## src/rtl/vga_pixel_fetch.sv

```systemverilog
// VGA-side SRAM client: issues credit-limited word reads, captures the returned words into a
// prefetch FIFO and serves them as two pixels per word in raster order.
module vga_pixel_fetch #(
   parameter int unsigned MEM_W           = 36,
   parameter int unsigned PIX_W           = 18,
   parameter int unsigned RD_LAT          = 2,
   parameter int unsigned FIFO_DEPTH      = 16,
   parameter int unsigned LOG_DEPTH       = 4,
   parameter int unsigned WORDS_PER_FRAME = 153600,
   parameter int unsigned LOG_WPF         = 18
) (
   input  logic                 clock,
   input  logic                 reset,
   input  logic                 frame_start,
   output logic                 vga_flag,
   input  logic                 done_vga,
   input  logic [MEM_W-1:0]     vga_word,
   input  logic                 pix_pop,
   output logic                 pix_valid,
   output logic [PIX_W-1:0]     pix_out,
   output logic [LOG_DEPTH:0]   fifo_level,
   output logic                 underflow
);

   localparam int unsigned CW = LOG_DEPTH + 2;
   localparam logic [LOG_DEPTH:0] FULL = (LOG_DEPTH+1)'(FIFO_DEPTH);

   logic [MEM_W-1:0]   mem_q [FIFO_DEPTH];
   logic [LOG_DEPTH:0] wr_ptr_q, wr_ptr_d;
   logic [LOG_DEPTH:0] rd_ptr_q, rd_ptr_d;
   logic [RD_LAT-1:0]  inflight_q, inflight_d;
   logic [LOG_WPF-1:0] req_cnt_q, req_cnt_d;
   logic               sel_q, sel_d;
   logic               underflow_q, underflow_d;

   logic [CW-1:0]      inflight_cnt;
   logic               accept, push, wr_en, pop_pix, pop_word;
   logic [MEM_W-1:0]   head;

   // Credit counts words already queued plus words still travelling back from the arbiter,
   // so a returning word always finds a free slot.
   always_comb begin
      inflight_cnt = '0;
      for (int unsigned i = 0; i < RD_LAT; i++)
         inflight_cnt = inflight_cnt + CW'(inflight_q[i]);
   end

   assign fifo_level = wr_ptr_q - rd_ptr_q;
   assign pix_valid  = (fifo_level != '0);
   assign vga_flag   = !reset && !frame_start
                       && ((CW'(fifo_level) + inflight_cnt) < CW'(FIFO_DEPTH))
                       && (req_cnt_q < LOG_WPF'(WORDS_PER_FRAME));
   assign accept     = vga_flag && done_vga;
   assign push       = inflight_q[RD_LAT-1];
   assign wr_en      = push && !frame_start;
   assign head       = mem_q[rd_ptr_q[LOG_DEPTH-1:0]];
   assign pix_out    = pix_valid ? (sel_q ? head[PIX_W-1:0] : head[MEM_W-1:PIX_W]) : '0;
   assign pop_pix    = pix_pop && pix_valid;
   assign pop_word   = pop_pix && sel_q;
   assign underflow  = underflow_q;

   always_comb begin
      wr_ptr_d    = wr_ptr_q;
      rd_ptr_d    = rd_ptr_q;
      inflight_d  = inflight_q;
      req_cnt_d   = req_cnt_q;
      sel_d       = sel_q;
      underflow_d = 1'b0;
      if (frame_start) begin
         wr_ptr_d   = '0;
         rd_ptr_d   = '0;
         inflight_d = '0;
         req_cnt_d  = '0;
         sel_d      = 1'b0;
      end else begin
         inflight_d[0] = accept;
         for (int unsigned i = 1; i < RD_LAT; i++)
            inflight_d[i] = inflight_q[i-1];
         if (accept)   req_cnt_d = req_cnt_q + 1'b1;
         if (push)     wr_ptr_d  = wr_ptr_q + 1'b1;
         if (pop_word) rd_ptr_d  = rd_ptr_q + 1'b1;
         if (pop_pix)  sel_d     = !sel_q;
         underflow_d = pix_pop && !pix_valid;
      end
   end

   always_ff @(posedge clock) begin
      if (reset) begin
         wr_ptr_q    <= '0;
         rd_ptr_q    <= '0;
         inflight_q  <= '0;
         req_cnt_q   <= '0;
         sel_q       <= 1'b0;
         underflow_q <= 1'b0;
      end else begin
         wr_ptr_q    <= wr_ptr_d;
         rd_ptr_q    <= rd_ptr_d;
         inflight_q  <= inflight_d;
         req_cnt_q   <= req_cnt_d;
         sel_q       <= sel_d;
         underflow_q <= underflow_d;
      end
   end

   always_ff @(posedge clock) begin
      if (!reset && wr_en)
         mem_q[wr_ptr_q[LOG_DEPTH-1:0]] <= vga_word;
   end

   a_no_overflow: assert property (@(posedge clock) disable iff (reset)
      !(wr_en && (fifo_level == FULL) && !pop_word));

endmodule

```

## config.mk

```make
export PLATFORM = sky130hd
export DESIGN_NAME = vga_pixel_fetch
export DESIGN_NICKNAME = d
export VERILOG_FILES = /design/src/rtl/vga_pixel_fetch.sv
export SDC_FILE = /design/constraint.sdc
export NUM_CORES = 1
export LEC_CHECK = 0
export CAP_MARGIN = 20
export CORE_MARGIN = 5
export CORE_UTILIZATION = 40
export CTS_BUF_LIST = sky130_fd_sc_hd__clkbuf_4
export CTS_CLUSTER_SIZE = 30
export DETAILED_ROUTE_END_ITERATION = 6
export DONT_BUFFER_PORTS = 1
export GPL_TIMING_DRIVEN = 0
export PLACE_DENSITY = 0.61
export SLEW_MARGIN = 20
export SYNTH_ARGS = -nofsm -noshare
export SYNTH_HDL_FRONTEND = slang
export SYNTH_SLANG_ARGS = --single-unit
```

## constraint.sdc

```tcl
create_clock -name clock -period 6 [get_ports clock]
set_input_delay 1.2 -clock clock [delete_from_list [all_inputs] [get_ports clock]]
set_output_delay 1.2 -clock clock [all_outputs]
set_load 0.03 [all_outputs]
```

==> metrics.md <==
| Metric | Value |
|---|---|
| Status | completed |
| CP cell instances | inv_1 -> ha_1 -> inv_1 -> fa_1 -> xor2_1 -> or3_1 -> a2111oi_4 -> or2_1 -> buf_2 -> buf_4 -> o22ai_1 |
| Final setup violation count | 0 |
| Nets | 1309 |
| Gate power share | 0.2% |
| Power share of the sequential group | 58.9% |
| CTS buffer count | 156 |
| Hold Path End | mem_q[9][34] |
| Internal power | 6290 µW |
| Worst VDD drop | 0.179 mV |
| Largest family of logic cells by synthesized area | multiplexers |
| Tightest hold margin | 0.298 ns |
| Sw Share | 20.6% |
| Via/cell ratio | 5.47 |
| CP Launch Type | flop |
| Die height | 254 µm |
| Max Cap Viol | 0 |
| Sequential cell area | 0.0180 mm² |
| Clock latency at the later pin of the worst-skew pair | 0.97 ns |
| WL per Instance | 25.8 µm |
| Multi-input gate area | 0.00543 mm² |
| CTS sink cnt | 612 |
| Count of mapped cells out of synthesis | 1088 |
| Vias in the first global route | 12600 |
| Clock-pin transition on the worst setup and hold timing paths | 0.07 ns |
| Compound-Gate Fraction of Synth Area | 1.60% |
| Seq cells post-synth | 612 |
| Reg2Reg Setup Slack | 2.73 ns |
| Avg Synthesized Cell Area | 21.9 µm² |
| Syn. warnings | 0 |
| Family with the most delay on the worst path | compound AO/OA/AOI/OAI gates |
| Max-slew violation count | 0 |
| GP Congestion | 0.786 |
| Count of buffers from port buffering | 0 |
| Area grow syn2layout | 12.6% |
| # IOs | 67 |
| Routed WL | 54.8 mm |
| Critical path's most frequent cell | inv_1 |
| Period minus WS final | 5.80 ns |
| Unrepaired setup endpoints after global routing | false |
| Endpoint type of the worst setup path | primary output |
| NetSw | 1640 µW |
| Grt ovf | 0 |
| Post-synthesis mux area share | 17.4% |
| Post-Syn Area | 0.0238 mm² |
| Crit path buf inv count | 4 |
| Hold WC Path Type | primary input to flop |
| Power share of the clock group | 40.9% |
| Clock Tree Buf Depth | 3 |
| Root Driver | clkbuf_4 |
| Synth Area in XOR/XNOR | 0.221% |
| Std cell rows | 89 |
| Slew headroom | 33.6% |
| Final hold vios | 0 |
| Setup ws final | 0.204 ns |
| Post-Synth Simple-Gate Area | 2.68% |
| R2R Path Start | wr_ptr_q[0] |
| Critical path class | flop to primary output |
| Core area | 0.0590 mm² |
| Fraction of registers with async set/reset | 0% |
| Post-Synth Adder-Cell Area | 0.662% |
| Finished Layout Cells | 2125 |
| HP Start | vga_word[34] |
| First-pass GRT wire length | 81.3 mm |
| Slew of the pin with the lowest slew margin | 0.996 ns |
| Share of the yosys chip area belonging to registers | 75.7% |
| Post-CTS Setup Bufs | 0 |
| Largest net degree at the start of global routing | 37 |
| Setup_tns | 0 ns |
| Library cells used by synthesis | 47 |
| Initial antenna violation count | 2 |
| Share of cells above drive strength 1 | 34.5% |
| Via count | 11600 |
| Final period utilization | 96.6% |
| Die ar. | 0.0645 mm² |
| # H-tree levels | 4 |
| F_max | 173 MHz |
| Total GRT Usage | 17.5% |
| Die X-Extent | 254 µm |
| R2R cell count | 11 |
| Worst path max stage delay | 0.73 ns |
| WP data arrival | 4.60 ns |
| Pre-CTS setup slack | 0.962 ns |
| Residual DRC count | 0 |
| CTS tree | built |
| Worst hold stages | 0 |
| Hpwl dp | 31.7 mm |
| Synth Flop Type | edfxtp_1 |
| Pre-antenna DRT Iters | 5 |
| Clock Skews | 0.0458 ns |
| 1st-iter DRT viols | 1129 |
| EDFF count, synth | 576 |
| Layout fillers | 5029 |
| PwrDens | 296 mW/mm² |
| Final ANT Viol Nets | 0 |
| Worst EP required | 4.80 ns |
| Synthesized net count | 1141 |
| Placed cells | 1870 |
| FF-to-FF End | req_cnt_q[10] |
| Initial Util | 40.3% |
| Crit-path slowest cell | o22ai_1 |
| Leak | 0.00827 µW |
| Worst-path maximum fanout | 10 |
synth_stat cells (5+ instances only):
master	instances	area (µm²)
dfxtp_1	36	721
and2_1	17	106
buf_2	15	75.1
clkbuf_1	25	93.8
a21oi_1	18	90.1
o31ai_1	9	67.6
inv_1	47	176
nor3b_1	5	37.5
nand2_1	24	90.1
nand3_1	5	25.0
o21ai_0	7	35.0
nor2_1	8	30.0
nor3_1	5	25.0
ha_1	11	138
o22ai_1	18	113
mux4_2	180	4050
or4_1	10	75.1
buf_1	11	41.3
mux2i_1	9	90.1
or3_1	11	68.8
nand4_1	5	31.3
edfxtp_1	576	17300
repair_timing:
action,in CTS,in global routing
hold buffers,0,0
setup endpoints to repair,14,11
resized for setup,1,1
layout by cell type, fill, tap and decap left out, types with 10 or more instances in the layout:
cell,netlist,final
inv_1,47,47
o22ai_1,18,18
mux4_2,180,180
nand2_1,24,24
clkinv_1,0,23
and2_4,0,16
edfxtp_1,576,576
ha_1,11,11
or4_1,10,10
a21oi_1,18,18
clkbuf_4,0,211
clkbuf_1,25,22
dfxtp_1,36,36
buf_2,15,16
or3_1,11,11
final cells by class:
| type | instances | share of cell area, % |
|---|---|---|
| antenna | 6 | 0.0560 |
| clock buffer | 211 | 5.91 |
| clock inverter | 37 | 0.658 |
| sequential | 612 | 67.2 |
| buffer | 53 | 0.896 |
| inverter | 47 | 0.658 |
| timing repair buffer | 11 | 0.765 |
| multi-input combinational | 375 | 20.2 |
| tap | 773 | 3.61 |
metal layers:
metal,vias up,wire length [µm],global-route usage (%)
met5,-,0,0
met4,0,969,5.34
met3,87,5100,6.60
met2,463,26700,27.8
met1,6080,22100,22.6
li1,5003,-,-
state kept, by name, summed over array words and instances (netlist names), named ones only:
signal      count
req_cnt_q      18
sel_q           1
wr_ptr_q        5
rd_ptr_q        5
inflight_q      2
underflow       1
mem_q         576
worst max-delay path by stage:
| stage | start | to | cells past startpoint |
|---|---|---|---|
| floorplan | wr_ptr_q[0] | pix_out[10] | 11 |
| global placement | flop | pix_out[13] | 7 |
| detailed placement | flop | pix_out[5] | 7 |
| CTS | wr_ptr_q[0] | pix_out[7] | 10 |
| global route | wr_ptr_q[0] | pix_out[7] | 11 |
| finish | wr_ptr_q[0] | pix_out[7] | 11 |
cells by family (layout without fill, tap and decap cells):
kind of cell | count (synthesis) | in the layout
xor+xnor | 6 | 6
fa+ha+maj | 12 | 12
buf+inv | 101 | 359
compound gates | 60 | 60
simple gates | 108 | 108
flops | 612 | 612
other cells | 0 | 6
mux | 189 | 189
worst register-to-register path, stage by stage (launching register included):
cell	delay [ns]
dfxtp_1	0.36
inv_1	0.13
ha_1	0.17
inv_1	0.05
fa_1	0.39
xor2_1	0.68
nand2_1	0.19
nor4_4	0.39
buf_2	0.31
buf_2	0.25
o31ai_1	0.11
a21oi_1	0.13
stage by stage:
stage               area [µm²]  power (µW)  utilization, %
floorplan                23800        4770               -
global placement         24800        4780            42.0
detailed placement       25000        4780            42.3
CTS                      26700        8040            45.3
global route             26800        8270            45.4
finish                   26800        7930            45.4
power groups by stage:
stage               sequential, µW  clock (µW)  combinational, µW
detailed placement            4760           0               19.6
global placement              4760           0               19.1
CTS                           4670        3350               19.8
finish                        4670        3240               19.6
floorplan                     4760           0               13.9
global route                  4660        3580               21.6
No activity file was read; power rests on OpenSTA's default activity.
